===== src/rtl/bargraph_scheduler.sv =====
// bargraph_scheduler
// Round-robin time-sharing of the 8-LED bar graph between three byte sources.
// Each grant is held for DWELL TICKs and is followed by GAP blank TICKs. The
// granted byte is shown raw, as a thermometer bar, or as a single dot.
// All state advances only on CCLK edges where TICK is high.
module bargraph_scheduler #(
   parameter int unsigned DWELL = 8,
   parameter int unsigned GAP   = 1
) (
   input  logic       CCLK,
   input  logic       RSTN,
   input  logic       TICK,
   input  logic [2:0] REQ,
   input  logic [7:0] DATA0,
   input  logic [7:0] DATA1,
   input  logic [7:0] DATA2,
   input  logic [1:0] MODE,
   output logic [2:0] GNT,
   output logic [7:0] LD,
   output logic       BUSY
);

   typedef enum logic [1:0] {
      S_IDLE = 2'd0,
      S_SHOW = 2'd1,
      S_GAP  = 2'd2
   } state_t;

   localparam logic [7:0] C_DWELL_M1 = 8'(DWELL - 1);
   localparam bit         C_HAS_GAP  = (GAP != 0);
   localparam logic [7:0] C_GAP_M1   = C_HAS_GAP ? 8'(GAP - 1) : 8'd0;

   state_t      r_state;
   logic [7:0]  r_cnt;
   logic [1:0]  r_last;
   logic [1:0]  r_win;
   logic [2:0]  r_gnt;
   logic [7:0]  r_ld;
   logic        r_busy;

   logic        w_found;
   logic [1:0]  w_next;
   logic [7:0]  w_next_data;
   logic [7:0]  w_cur_data;
   logic [2:0]  w_grant_gnt;
   logic [7:0]  w_grant_ld;
   logic [7:0]  w_show_ld;
   logic        w_show_exit;

   // Byte formatter: raw, thermometer bar up to bit n, single dot at bit n, blank
   function automatic logic [7:0] fmt(input logic [7:0] d, input logic [1:0] m);
      logic [7:0] y;
      logic [2:0] n;
      y = '0;
      n = d[7:5];
      case (m)
         2'b00: y = d;
         2'b01: begin
            if (d != '0) begin
               for (int unsigned i = 0; i < 8; i++) begin
                  y[i] = (i <= {29'd0, n});
               end
            end
         end
         2'b10: begin
            if (d != '0) y[n] = 1'b1;
         end
         default: y = '0;
      endcase
      return y;
   endfunction

   // Round-robin winner: search starts one past the last grant
   always_comb begin
      w_found = |REQ;
      w_next  = 2'd0;
      case (r_last)
         2'd0: begin
            if (REQ[1])      w_next = 2'd1;
            else if (REQ[2]) w_next = 2'd2;
            else             w_next = 2'd0;
         end
         2'd1: begin
            if (REQ[2])      w_next = 2'd2;
            else if (REQ[0]) w_next = 2'd0;
            else             w_next = 2'd1;
         end
         default: begin
            if (REQ[0])      w_next = 2'd0;
            else if (REQ[1]) w_next = 2'd1;
            else             w_next = 2'd2;
         end
      endcase
   end

   // Data selection for the prospective winner and the current holder
   always_comb begin
      case (w_next)
         2'd0:    w_next_data = DATA0;
         2'd1:    w_next_data = DATA1;
         default: w_next_data = DATA2;
      endcase
      case (r_win)
         2'd0:    w_cur_data = DATA0;
         2'd1:    w_cur_data = DATA1;
         default: w_cur_data = DATA2;
      endcase
   end

   // Values loaded on a grant TICK and on an ordinary SHOW TICK
   always_comb begin
      w_grant_gnt = 3'(3'b001 << w_next);
      w_grant_ld  = fmt(w_next_data, MODE);
      w_show_ld   = fmt(w_cur_data, MODE);
      w_show_exit = (r_cnt == '0) || !REQ[r_win];
   end

   // Scheduler FSM with registered grant, LED and busy outputs
   always_ff @(posedge CCLK or negedge RSTN) begin
      if (!RSTN) begin
         r_state <= S_IDLE;
         r_cnt   <= '0;
         r_last  <= 2'd2;
         r_win   <= 2'd0;
         r_gnt   <= '0;
         r_ld    <= '0;
         r_busy  <= 1'b0;
      end else if (TICK) begin
         case (r_state)
            S_IDLE: begin
               if (w_found) begin
                  r_state <= S_SHOW;
                  r_win   <= w_next;
                  r_last  <= w_next;
                  r_cnt   <= C_DWELL_M1;
                  r_gnt   <= w_grant_gnt;
                  r_ld    <= w_grant_ld;
                  r_busy  <= 1'b1;
               end else begin
                  r_gnt  <= '0;
                  r_ld   <= '0;
                  r_busy <= 1'b0;
               end
            end
            S_SHOW: begin
               if (w_show_exit) begin
                  if (C_HAS_GAP) begin
                     r_state <= S_GAP;
                     r_cnt   <= C_GAP_M1;
                     r_gnt   <= '0;
                     r_ld    <= '0;
                     r_busy  <= 1'b1;
                  end else if (w_found) begin
                     // No gap: re-arbitrate on the same TICK that ends the dwell
                     r_state <= S_SHOW;
                     r_win   <= w_next;
                     r_last  <= w_next;
                     r_cnt   <= C_DWELL_M1;
                     r_gnt   <= w_grant_gnt;
                     r_ld    <= w_grant_ld;
                     r_busy  <= 1'b1;
                  end else begin
                     r_state <= S_IDLE;
                     r_cnt   <= '0;
                     r_gnt   <= '0;
                     r_ld    <= '0;
                     r_busy  <= 1'b0;
                  end
               end else begin
                  r_ld  <= w_show_ld;
                  r_cnt <= r_cnt - 8'd1;
               end
            end
            S_GAP: begin
               if (r_cnt == '0) begin
                  if (w_found) begin
                     r_state <= S_SHOW;
                     r_win   <= w_next;
                     r_last  <= w_next;
                     r_cnt   <= C_DWELL_M1;
                     r_gnt   <= w_grant_gnt;
                     r_ld    <= w_grant_ld;
                     r_busy  <= 1'b1;
                  end else begin
                     r_state <= S_IDLE;
                     r_gnt   <= '0;
                     r_ld    <= '0;
                     r_busy  <= 1'b0;
                  end
               end else begin
                  r_cnt <= r_cnt - 8'd1;
               end
            end
            default: begin
               r_state <= S_IDLE;
               r_cnt   <= '0;
               r_gnt   <= '0;
               r_ld    <= '0;
               r_busy  <= 1'b0;
            end
         endcase
      end
   end

   assign GNT  = r_gnt;
   assign LD   = r_ld;
   assign BUSY = r_busy;

endmodule


===== config.mk =====
export PLATFORM = sky130hd
export DESIGN_NAME = bargraph_scheduler
export DESIGN_NICKNAME = d
export VERILOG_FILES = /design/src/rtl/bargraph_scheduler.sv
export SDC_FILE = /design/constraint.sdc
export NUM_CORES = 1
export LEC_CHECK = 0
export ABC_AREA = 1
export BUFFER_PORTS_ARGS = -buffer_cell sky130_fd_sc_hd__buf_4
export CORE_MARGIN = 2
export CORE_UTILIZATION = 45
export CTS_BUF_LIST = sky130_fd_sc_hd__clkbuf_4 sky130_fd_sc_hd__clkbuf_8 sky130_fd_sc_hd__clkbuf_16
export CTS_CLUSTER_DIAMETER = 150
export DETAILED_ROUTE_END_ITERATION = 7
export HOLD_SLACK_MARGIN = 0.12
export MAX_ROUTING_LAYER = met4
export PLACE_DENSITY = 0.68
export SLEW_MARGIN = 40
export SYNTH_ARGS = -nofsm -noshare
export SYNTH_HDL_FRONTEND = slang
export SYNTH_SLANG_ARGS = --single-unit

===== constraint.sdc =====
create_clock -name CCLK -period 3.97 [get_ports CCLK]
set_input_delay 0.5955 -clock CCLK [delete_from_list [all_inputs] [get_ports CCLK]]
set_output_delay 0.5955 -clock CCLK [all_outputs]
set_load 0.1 [all_outputs]

# Word level (Yosys, flattened, before mapping)
# Index checks and enable logic that the tools add are counted.
# Widths: inputs -> output; s select.
# totals
elab_cells	104
output_inout_bits	12
input_bits	32
ff_bits	26
# classes
n_reduce_logical	18
muxes	48
n_eq_ne	10
magnitude_cmp	19
n_shift	1
addsub	1
# op_table
op	count
$pmux 8 s3	4
$mux 8	10
$pmux 8 s2	2
$le 3x3->1 const A	8
$mux 2	12
$reduce_bool 8->1	2
$le 2x3->1 const A	4
$pmux 2 s2	3
$eq 2x1->1 const B	5
$logic_not 2->1	5
$mux 3	3
$pmux 3 s3	1
$logic_not 8->1	1
$lt 3x4->1 const B	2
$mux 1	8
$sub 8x1->8 const B	1
$demux 1 s3	2
$ge 3x1->1 const B	2
$le 1x3->1 const A	2
$ne 2x2->1 const B	3
$pmux 2 s3	1
$reduce_and 3->1	2
$eq 2x2->1 const B	2
$reduce_and 4->1	1
10 further kinds	11

# Depth between registers and ports, before layout
# depth
ltp_word	14
depth_mapped	16
ltp_nobuf	16

# Worst setup path before layout
# No wires, ideal clock.
# synth_path
kind	in2reg
from	input REQ[0]
to	register r_ld[0], in the netlist LD[0]
setup_ns	0.120
setup_slack_ns	2.113
required_ns	3.850
arrival_time_ns	1.737
path_buffers	1
path_stages	15
path_cell_list	nor2_1 -> nand2_2 -> nand3_4 -> buf_6 -> nand2_2 -> nand2_1 -> nor2_2 -> nor2_2 -> nand2_1 -> o21ai_1 -> nand3_1 -> nand2_1 -> nand2_1 -> nand2_1 -> nand2_1
# synth_via
elab_chain_len	14
elab_cells_between_ends	25
cone_classes	2 x order compare; 1 x eq/ne; 16 x mux; 6 x reduce/logical
# synth_rtl
item	line_no	source
start, declared	13	input logic [2:0] REQ,
$mux 1	85	else if (REQ[0]) w_next = 2'd0;
$mux 2	84	if (REQ[2]) w_next = 2'd2;
$pmux 2 s2	77	case (r_last)
$eq 2x1->1 or $logic_not 2->1 (tied branches)	98	case (w_next)
$pmux 8 s2	98	
$lt 3x4->1 (not written as such) or $ge 3x1->1 (tied branches)	66	if (d != '0) y[n] = 1'b1;
$logic_and 1x1->1 (not written as such)	66	
$mux 1 (not written as such)	66	
$demux 1 s3	66	
$mux 8	66	
$pmux 8 s3	56	case (m)
$mux 8	131, 176	
$mux 8	175	if (r_cnt == '0) begin
$pmux 8 s3 *	129	case (r_state)
end signal, assigned	137	r_ld <= w_grant_ld;
end signal, assigned	170	r_ld <= w_show_ld;
end signal, assigned	182	r_ld <= w_grant_ld;
end, declared	38	logic [7:0] r_ld;
# Mark *: on every way between the ends. The rest lies on a longest branch, timed or not. The select of a mux whose other input is x is not followed.
# A chain may end at the register's enable or synchronous reset.

# Worst setup path after layout
# layout_path
from	register r_last[1]
to	register r_ld[3], in the netlist LD[3]
# layout_via
elab_chain_len	13
elab_cells_between_ends	19
cone_classes	3 x order compare; 2 x eq/ne; 10 x mux; 4 x reduce/logical
# layout_rtl
item	line_no	source
start, declared	35	logic [1:0] r_last;
start signal, assigned	134	r_last <= w_next;
start signal, assigned	157	r_last <= w_next;
start signal, assigned	179	r_last <= w_next;
$eq 2x1->1 or $logic_not 2->1 (tied branches)	77	
$pmux 2 s2 *	77	
$eq 2x1->1 or $logic_not 2->1 (tied branches)	98	
$pmux 8 s2 *	98	
$lt 3x4->1 (not written as such) or $ge 3x1->1 (tied branches)	66	
$logic_and 1x1->1 (not written as such)	66	
$mux 1 (not written as such)	66	
$demux 1 s3	66	
$mux 8	66	
$pmux 8 s3 *	56	
$mux 8 *	131, 176	
$mux 8	175	
$pmux 8 s3 *	129	
# Marked as above.

==> flow_summary.toml <==
[detailed_routing]
antenna_left = 0
vias_per_cell = 5.35
drc = 0
firstDrtPassIters = 4
drt_iter0_drc = 226
wl_per_cell_um = 12.8
vias = 2345
drt-total-wl_um = 5600

[clock_tree]
cts_sinks = 25
cts_hold_buf = 0
cts_root_buf = "clkbuf_8"
numCtsBuffers = 3
cts_setup_buffers = 0
insertion_delay_ps = 270
clk_pin_slew_worst_paths_ps = 100
htreeDepth = 1
cts_resized = 0
clockBufferDepth = 2
cts_tree = "yes"

[logic_synthesis]
synth-main-ff-cell = "dfrtp_1"
synth.mux.area_fraction = 0
synth-seq-cells = 25
synth.top_cell.area_share = 0.279
syn_area_um2 = 2150
ys_seq_area_frac = 0.291
synth_most_common_cell = "nand2_1"
synthSimpleGateAreaFrac = 0.397
yosysTopAreaCell = "dfrtp_1"
synth_edf_count = 0
synth_cell_types = 38
synthArstFlopShare = 1.00
synth-xor-area-share = 0.0122
syn_area_per_cell_um2 = 6.31
synth-compound-area-share = 0.198
synth_top_family_by_area = "simple AND/OR/NAND/NOR gates"
syn-num-nets = 375
synthTopCellsByArea = "dfrtp_1 28%, nand2_1 18%, o21ai_0 7.4%, nor2_1 7.0%, inv_1 6.4%"
yosysWarnings = 0
syn_inst = 341
synth-adder-area-share = 0.0116
synth_common_cells = "101 x nand2_1, 40 x nor2_1, 37 x inv_1, 32 x o21ai_0, 24 x dfrtp_1"

[die]
die_y_um = 73.2
die_w_um = 73.2
initial_core_util = 0.462
die_area_um2 = 5350
ioPinCount = 44
rows = 25
core_area_um2 = 4660

[worst_setup_path]
worstPathCellList = "nor2_1, nand2_1, nand2_2, nor2_4, nand2_1, nand2_1, nand2_1, nand2_1, nand2_1, nand3_1, nand2_1, nand2_1, nand2_1, nand2_1"
critPathLaunchType = "register"
endpoint_kind = "register"
cp.arrival_ps = 2330
worstSetupPathType = "register to register"
slowest_delay_ps = 580
crit_required_ps = 4190
critPathMaxFanout = 12
crit_slowest_cell = "dfstp_2"
path_common_cell = "nand2_1"

[timing]
fin_crit_sh = 0.532
rsz0062_at_grt = "no"
setup_violations = 0
clock_skew_ps = 11.1
worst_pin_slew_ps = 697
layout_setup_ws_ps = 1860
maxSlewHeadroom = 0.534
fin_crit_ps = 2110
fmax_ghz = 0.473
drv_slew = 0
fin_setup_tns_ps = 0
hold_viol_final = 0

[finish]
drive_gt1_frac = 0.193
n_antenna_cell = 0
syn2layout_area_growth_pct = 19.0
nets = 419

[worst_hold_path]
hold_path_class = "primary input to async pin"

[power_and_ir_drop]
ir_drop_mv = 0.604
p_leak_nw = 1.28
finalPower_w = 0.00211
power_density_nw_per_um2 = 825

[global_route]
grt_pass1_vias = 2209
grt_max_degree = 26
grt_use_total = 0.232
grt_pass1_wl_um = 9780
grt_overflow = 0
antenna_found_initial = 0

[placed_design]
gp_congestion = 0.897
place_hpwl_um = 4350
port_buffers = 43
pre_cts_ws_ps = 1640

[flow_run]
maxCapViolCount = 0

[status]
status = "finished clean"
-- layout by cell type, fill, tap and decap left out, drive strengths merged --
cell type / netlist / layout
clkbuf: 2 / 3
o21a: 1 / 1
o41ai: 1 / 1
a22o: 1 / 1
a22oi: 2 / 2
nand4: 4 / 4
nand3: 24 / 24
dfstp: 1 / 1
buf: 2 / 43
inv: 44 / 44
o21ai: 40 / 40
a21boi: 1 / 1
a21oi: 10 / 10
o21bai: 1 / 1
nand3b: 2 / 2
clkinvlp: 0 / 1
xor2: 2 / 2
nor2: 46 / 46
o221ai: 3 / 3
nor3: 6 / 6
dfrtp: 24 / 24
o31ai: 1 / 1
or2: 1 / 1
o22a: 1 / 1
nand2: 107 / 107
ha: 2 / 2
o211ai: 4 / 4
o22ai: 7 / 7
xnor2: 1 / 1
-- report_power, final --
part           internal (W)  leakage [nW]  switching (W)  total, W
sequential         0.000365         0.326      0.0000843  0.000450
clock             0.0000712        0.0217      0.0000847  0.000156
combinational      0.000405         0.936        0.00110   0.00151
-- state kept, by name (all words and copies together), names as in the netlist --
signal,count
r_state,2
r_win,2
LD,8
BUSY,1
r_last,1
GNT,3
r_cnt,8
-- critical path, delay by kind of cell (launching register included) --
kind | cells | cell delay [ps]
and+or+nand+nor | 14 | 1480
DFF | 1 | 580
-- final timing paths --
kind                             endpoint  slack [ps]  cells past startpoint  startpoint
worst max-delay path                LD[3]        1860                     14   r_last[1]
worst min-delay path                LD[0]         200                      1        RSTN
worst max register to register      LD[3]        1860                     14   r_last[1]
worst min register to register      LD[7]         490                      2       LD[7]
max in group asynchronous       r_last[1]        3450                      1        RSTN
min in group CCLK                   LD[7]         490                      2       LD[7]
-- per-stage QoR --
stage / instance area (um2) / std cells / utilization / hold slack, ps
after CTS: 2560 / 438 / 0.550 / 213
after global placement: 2510 / 434 / 0.539 / 471
after floorplan: 2150 / 341 / - / 300
final: 2560 / 438 / 0.550 / 204
after detailed placement: 2510 / 434 / 0.539 / 472
after global routing: 2560 / 438 / 0.550 / 229
-- final cells by class --
cell class                      count  area (um2)
Timing Repair Buffer               43         323
Inverter                           44         165
Fill cell                         484        2100
Sequential cell                    25         627
Clock inverter                      1        7.51
Tap cell                           54        67.6
Multi-Input combinational cell    268        1330
Clock buffer                        3        41.3
-- logic make-up (layout without fill, tap and decap cells) --
logic type,after synthesis,count (layout)
simple gates,190,190
compound gates,73,73
buf+inv,48,91
flops,25,25
xor+xnor,3,3
fa+ha+maj,2,2
-- per-layer routing --
layer,part of all wire,vias to the layer above,track usage
met5,0,-,-
met4,0.0095,0,0.0556
met3,0.031,6,0.0290
met2,0.50,43,0.383
met1,0.46,1082,0.302
li1,-,1214,-
(Power assumes the default switching activity.)
